--- src/rtl/riscv_pkg.sv ---
// rtl/riscv_pkg.sv - shared widths, constants and fetch-queue entry type for the fetch stage
// FETCH_MISALIGN_CHK_EN adds the misalign flag to each queued entry.
package riscv_pkg;

   localparam int              XLEN             = 32;
   localparam logic [XLEN-1:0] RESET_PC_DEFAULT = 32'h0000_0000;
   localparam logic [XLEN-1:0] NOP_INSTR        = 32'h0000_0013;

   typedef struct packed {
      logic [XLEN-1:0] pc;
      logic [XLEN-1:0] instr;
`ifdef FETCH_MISALIGN_CHK_EN
      logic            misalign;
`endif
   } fetch_entry_t;

   localparam int ENTRY_W = $bits(fetch_entry_t);

   function automatic logic [XLEN-1:0] align_pc(input logic [XLEN-1:0] pc);
      return {pc[XLEN-1:2], 2'b00};
   endfunction

endpackage

--- src/rtl/fetch_queue.sv ---
// rtl/fetch_queue.sv - 2-entry circular fetch queue with flush, push, pop and occupancy count
module fetch_queue
   import riscv_pkg::*;
(
   input  logic               clk,
   input  logic               resetn,
   input  logic               i_flush,
   input  logic               i_push,
   input  logic [ENTRY_W-1:0] i_push_data,
   input  logic               i_pop,
   output logic [ENTRY_W-1:0] o_head,
   output logic [1:0]         o_count
);

   logic [ENTRY_W-1:0] r_mem [2];
   logic               r_rd_ptr;
   logic               r_wr_ptr;
   logic [1:0]         r_count;
   logic               w_pop;

   assign w_pop   = i_pop & (r_count != 2'd0);
   assign o_head  = r_mem[r_rd_ptr];
   assign o_count = r_count;

   // Storage is cleared on reset so the head reads as zero before anything arrives.
   always_ff @(posedge clk or negedge resetn) begin
      if (!resetn) begin
         r_mem[0] <= '0;
         r_mem[1] <= '0;
         r_rd_ptr <= 1'b0;
         r_wr_ptr <= 1'b0;
         r_count  <= 2'd0;
      end else if (i_flush) begin
         r_rd_ptr <= 1'b0;
         r_wr_ptr <= 1'b0;
         r_count  <= 2'd0;
      end else begin
         if (i_push) begin
            r_mem[r_wr_ptr] <= i_push_data;
            r_wr_ptr        <= ~r_wr_ptr;
         end
         if (w_pop) begin
            r_rd_ptr <= ~r_rd_ptr;
         end
         case ({i_push, w_pop})
            2'b10:   r_count <= r_count + 2'd1;
            2'b01:   r_count <= r_count - 2'd1;
            default: r_count <= r_count;
         endcase
      end
   end

endmodule

--- src/rtl/riscv_fetch_stage.sv ---
// rtl/riscv_fetch_stage.sv - instruction fetch: PC, credit-limited imem issue, redirect, 2-entry queue
// Define FETCH_MISALIGN_CHK_EN to add if_misalign on the first entry after a misaligned redirect.
module riscv_fetch_stage #(
   parameter int              XLEN     = 32,
   parameter logic [XLEN-1:0] RESET_PC = riscv_pkg::RESET_PC_DEFAULT,
   parameter int              QDEPTH   = 2
) (
   input  logic            clk,
   input  logic            resetn,
   output logic            imem_req,
   output logic [XLEN-1:0] imem_addr,
   input  logic [XLEN-1:0] imem_rdata,
   input  logic            id_ready,
   input  logic            redirect_valid,
   input  logic [XLEN-1:0] redirect_pc,
   output logic            if_valid,
   output logic [XLEN-1:0] if_pc,
   output logic [XLEN-1:0] if_instr,
   output logic [XLEN-1:0] if_pc_plus4
`ifdef FETCH_MISALIGN_CHK_EN
   ,
   output logic            if_misalign
`endif
);
   import riscv_pkg::*;

   localparam logic [2:0] LP_QDEPTH = 3'(QDEPTH);

   logic [XLEN-1:0] r_fetch_pc;
   logic [XLEN-1:0] r_pend_pc;
   logic            r_pending;
   logic            r_pend_kill;

   logic            w_pop;
   logic            w_issue;
   logic            w_push;
   logic [2:0]      w_credit;
   logic [1:0]      w_count;
   fetch_entry_t    w_push_entry;
   fetch_entry_t    w_head;

   assign w_pop    = if_valid & id_ready;
   // Queued entries plus the one in flight, less the one leaving, must stay below the queue depth.
   assign w_credit = {1'b0, w_count} + {2'b00, r_pending} - {2'b00, w_pop};
   assign w_issue  = resetn & ~redirect_valid & (w_credit < LP_QDEPTH);
   assign w_push   = r_pending & ~r_pend_kill & ~redirect_valid;

   assign imem_req  = w_issue;
   assign imem_addr = align_pc(r_fetch_pc);

   always_ff @(posedge clk or negedge resetn) begin
      if (!resetn) begin
         r_fetch_pc  <= RESET_PC;
         r_pend_pc   <= '0;
         r_pending   <= 1'b0;
         r_pend_kill <= 1'b0;
      end else begin
         r_pending   <= w_issue;
         r_pend_kill <= redirect_valid & w_issue;
         if (redirect_valid) begin
            r_fetch_pc <= align_pc(redirect_pc);
         end else if (w_issue) begin
            r_fetch_pc <= r_fetch_pc + XLEN'(4);
            r_pend_pc  <= r_fetch_pc;
         end
      end
   end

`ifdef FETCH_MISALIGN_CHK_EN
   logic r_mis_armed;
   logic r_pend_mis;

   // The flag rides on the first request issued after a misaligned redirect.
   always_ff @(posedge clk or negedge resetn) begin
      if (!resetn) begin
         r_mis_armed <= 1'b0;
         r_pend_mis  <= 1'b0;
      end else if (redirect_valid) begin
         r_mis_armed <= |redirect_pc[1:0];
         r_pend_mis  <= 1'b0;
      end else if (w_issue) begin
         r_pend_mis  <= r_mis_armed;
         r_mis_armed <= 1'b0;
      end
   end

   assign if_misalign = w_head.misalign;
`else
   logic w_unused_pc_lsb;
   assign w_unused_pc_lsb = ^redirect_pc[1:0];
`endif

   always_comb begin
      w_push_entry       = '0;
      w_push_entry.pc    = r_pend_pc;
      w_push_entry.instr = imem_rdata;
`ifdef FETCH_MISALIGN_CHK_EN
      w_push_entry.misalign = r_pend_mis;
`endif
   end

   fetch_queue u_queue (
      .clk         (clk),
      .resetn      (resetn),
      .i_flush     (redirect_valid),
      .i_push      (w_push),
      .i_push_data (w_push_entry),
      .i_pop       (w_pop),
      .o_head      (w_head),
      .o_count     (w_count)
   );

   assign if_valid    = (w_count != 2'd0);
   assign if_pc       = w_head.pc;
   assign if_instr    = w_head.instr;
   assign if_pc_plus4 = w_head.pc + XLEN'(4);

endmodule

--- config.mk ---
export PLATFORM = sky130hd
export DESIGN_NAME = riscv_fetch_stage
export DESIGN_NICKNAME = d
export VERILOG_FILES = /design/src/rtl/riscv_pkg.sv /design/src/rtl/fetch_queue.sv /design/src/rtl/riscv_fetch_stage.sv
export SDC_FILE = /design/constraint.sdc
export NUM_CORES = 1
export LEC_CHECK = 0
export CAP_MARGIN = 10
export CORE_AREA = 2 2 140 142
export DETAILED_ROUTE_END_ITERATION = 6
export DIE_AREA = 0 0 142 144
export PLACE_DENSITY_LB_ADDON = 0.1
export SKIP_CTS_REPAIR_TIMING = 1
export SLEW_MARGIN = 10
export SYNTH_ARGS = -nofsm -noshare
export SYNTH_HDL_FRONTEND = slang
export SYNTH_HIERARCHICAL = 1
export SYNTH_SLANG_ARGS = --single-unit
--- constraint.sdc ---
create_clock -name clk -period 3.33 [get_ports clk]
set_input_delay 0.4995 -clock clk [delete_from_list [all_inputs] [get_ports clk]]
set_output_delay 0.4995 -clock clk [all_outputs]
set_load 0.01 [all_outputs]
==> reports/results.md <==
| Step | Parameter | Reported |
|:---|:---|:---|
| outcome | Run status | finished, final reports clean |
| timing | Final-report max-slew violation count | 0 |
| clocking | CTS tree | built |
| synth | Area fraction of the dominant cell type after synthesis | 50.2% |
| cells and area | Nets | 1072 |
| floorplanning | FP Rows | 51 |
| routing | Number of search-and-repair iterations in the first detailed-routing pass | 5 |
| floorplanning | Top-level port count | 198 |
| synth | Count of flip-flops with a built-in enable after synthesis | 0 |
| synth | Yosys synthesis warning count | 6 |
| synth | Async set-reset flop share out of synthesis | 100% |
| setup path | Critical Path Source Type | flip-flop |
| synth | Cells after synthesis | 782 |
| routing | Number of remaining DRC errors | 0 |
| timing | Relative slew slack | 42.7% |
| synth | Sequential cell area fraction in the yosys report | 50.2% |
| routing | Vias per std cell | 5.47 |
| cells and area | Final instance area | 0.0126 mm2 |
| synth | Synthesized area | 0.00967 mm2 |
| timing | Final period demand of the worst path | 3.24 ns |
| routing | Total wire length after detailed routing | 22.6 mm |
| cells and area | Area added between synthesis and finish | 30.6% |
| floorplanning | Die outline area | 0.0204 mm2 |
| job | Max-cap violations | 0 |
| floorplanning | Core area | 0.0191 mm2 |
| setup path | Start-to-end type of the worst setup path | flip-flop to output pin |
| cells and area | Inserted Diodes | 0 |
| global route | Total congestion overflow | 0 |
| worst hold path | Class of the most critical hold timing path | flip-flop to flip-flop |
| setup path | Worst path required time | 2.83 ns |
| global route | Vias in the first global route | 6883 |
| timing | Transition time at the pin with the least slew margin | 0.860 ns |
| synth | Post-synth cell types | 59 |
| synth | Total of flip-flops plus latches after synthesis | 194 |
| timing | Number of hold violations in the final report | 0 |
| routing | Via count | 6837 |
| synth | Most used flip-flop cell after synthesis | sky130_fd_sc_hd__dfrtp_1 |
| place | Final Wtd Congestion | 0.860 |
| floorplanning | Width of the chip | 142 um |
| global route | Largest net degree at the start of global routing | 69 |
| global route | Antenna violations before repair | 0 |
| global route | Gr usage total | 22.4% |
| routing | Routed length per placed instance | 18.1 um |
| place | Placed cell area | 0.0119 mm2 |
| clocking | Clock net sink count | 194 |
| clocking | Clock latency reported for the late side of the worst-skew pair | 0.43 ns |
| clocking | Clock transition at the registers of the reported paths | 0.07 ns |
| power and ir drop | Power Dens Cells | 569 mW/mm2 |
| floorplanning | Starting density of the core | 50.7% |
| clocking | Clk Tree Root Cell | sky130_fd_sc_hd__clkbuf_16 |
| timing | Maximum operating frequency | 309 MHz |
| power and ir drop | Leakage power | 0.00598 uW |
| timing | Clock tree skew after final layout | 0.0101 ns |
| synth | Most frequent cell after synthesis | sky130_fd_sc_hd__dfrtp_1 |
| timing | Final setup violation count | 0 |
| clocking | Max H-tree Level | 4 |
| global route | First-pass GRT wire length | 35.9 mm |
| place | Port bufs | 193 |
| floorplanning | Die extent in y | 144 um |
| clocking | Number of buffers between clock root and the deepest sink | 2 |
| synth | Synth top cells by count | sky130_fd_sc_hd__dfrtp_1 (194), sky130_fd_sc_hd__mux2_2 (133), sky130_fd_sc_hd__nand2_1 (128), sky130_fd_sc_hd__mux2_4 (60), sky130_fd_sc_hd__nand3_1 (30) |
| cells and area | Final non-filler cell total | 1251 |
| setup path | Endpoint arrival time on the critical path | 2.74 ns |
| cells and area | Ratio of cells with drive above 1 in the final layout | 30.1% |
| synth | Top cell type by total area after synthesis | sky130_fd_sc_hd__dfrtp_1 |
| power and ir drop | Peak supply drop | 347 uV |
| synth | Leading cell types by total area after synthesis | sky130_fd_sc_hd__dfrtp_1 (50%), sky130_fd_sc_hd__mux2_2 (15%), sky130_fd_sc_hd__mux2_4 (9.3%), sky130_fd_sc_hd__nand2_1 (5.0%), sky130_fd_sc_hd__xnor2_1 (2.1%) |
| synth | Mean cell area of the mapped netlist | 12.4 um2 |
| routing | Post-detailed-route count of antenna-violating nets | 0 |
| routing | Violation count after the first detailed-route iteration | 360 |
| setup path | Capturing element type of the critical path | output pin |
| place | Placed insts | 1215 |
| place | Detail Placement HPWL | 15.5 mm |
| clocking | Inserted Clock Buffers | 17 |
| timing | Final worst path period share | 97.2% |
| setup path | Crit path max fanout | 17 |
sequential cells by signal, indices dropped and copies added (netlist names):
signal	count
u_queue/o_count	2
r_pending	1
u_queue/r_mem	128
r_pend_pc	30
u_queue/r_wr_ptr	1
r_pend_kill	1
u_queue/r_rd_ptr	1
r_fetch_pc	30
critical path, stage by stage (launching register included):
cell                              delay (ns)
sky130_fd_sc_hd__dfrtp_2                0.45
sky130_fd_sc_hd__buf_12                 0.17
sky130_fd_sc_hd__mux2_2                 0.29
sky130_fd_sc_hd__and3_4                 0.22
sky130_fd_sc_hd__or3b_4                 0.43
sky130_fd_sc_hd__xnor2_1                0.18
sky130_fd_sc_hd__clkdlybuf4s50_1        0.56
report_power, final:
group	internal, uW	total (uW)	switching, uW
sequential	2720	2980	261
combinational	1260	2130	863
clock	1140	2070	933
total	5130	7180	2060
routing by layer:
metal	routed length (um)	up-vias	track usage, %
li1	-	3208	-
met4	233	0	6.53
met5	0	-	0
met3	1220	20	4.70
met1	10800	3368	31.8
met2	10400	241	34.9
path summary, 6_finish.rpt:
| kind | start | end | slack, ns | cells past startpoint |
|---|---|---|---|---|
| max | u_queue/r_rd_ptr$_DFFE_PN0P_ | if_pc_plus4[12] | 0.09 | 6 |
| min | r_pend_pc[5]$_DFFE_PN0P_ | r_pend_pc[5]$_DFFE_PN0P_ | 0.50 | 2 |
| max reg2reg | u_queue/o_count[0]$_DFFE_PN0P_ | r_fetch_pc[22]$_DFFE_PN0P_ | 0.27 | 12 |
| min reg2reg | r_pend_pc[5]$_DFFE_PN0P_ | r_pend_pc[5]$_DFFE_PN0P_ | 0.50 | 2 |
| max in group asynchronous | resetn | u_queue/r_mem[115]$_DFFE_PN0P_ | 1.21 | 4 |
| min in group asynchronous | resetn | u_queue/r_mem[31]$_DFFE_PN0P_ | 0.54 | 2 |
cells by family after synthesis:
| logic type | Yosys count | synth area share [%] |
|---|---|---|
| simple gates | 236 | 12.3 |
| mux | 197 | 25.2 |
| flops | 194 | 50.2 |
| compound gates | 65 | 4.79 |
| buf+inv | 53 | 3.95 |
| xor+xnor | 32 | 2.90 |
| fa+ha+maj | 4 | 0.596 |
| other cells | 1 | 0.0388 |
cells in the final DEF (no fill, tap or decap), types with 17 or more instances in the layout:
master,count
sky130_fd_sc_hd__buf_4,36
sky130_fd_sc_hd__clkbuf_16,17
sky130_fd_sc_hd__clkdlybuf4s50_1,174
sky130_fd_sc_hd__dfrtp_1,193
sky130_fd_sc_hd__mux2_2,133
sky130_fd_sc_hd__mux2_4,60
sky130_fd_sc_hd__nand2_1,128
sky130_fd_sc_hd__nand3_1,28
sky130_fd_sc_hd__xnor2_1,22
through the flow:
stage / hold WS (ns) / util, % / worst slack, ns / TNS (ns) / power, uW
2_1_floorplan: 0.204 / - / 0.127 / 0 / 3990
3_3_place_gp: 0.415 / 62.5 / -0.0987 / -0.573 / 5140
3_5_place_dp: 0.415 / 62.5 / -0.139 / -0.963 / 5180
4_1_cts: -0.0437 / 65.6 / -0.402 / -5.39 / 7260
5_1_grt: 0.514 / 66.1 / -0.0219 / -0.0344 / 7530
6_report: 0.503 / 66.1 / 0.0916 / 0 / 7180
cell type report:
cell class | instances | area (um2)
Fill cell | 1488 | 6460
Sequential cell | 194 | 4860
Multi-Input combinational cell | 541 | 4510
Timing Repair Buffer | 235 | 2310
Clock buffer | 19 | 443
Tap cell | 238 | 298
Clock inverter | 13 | 151
Inverter | 11 | 41.3
No activity file was read; power rests on OpenSTA's default activity.
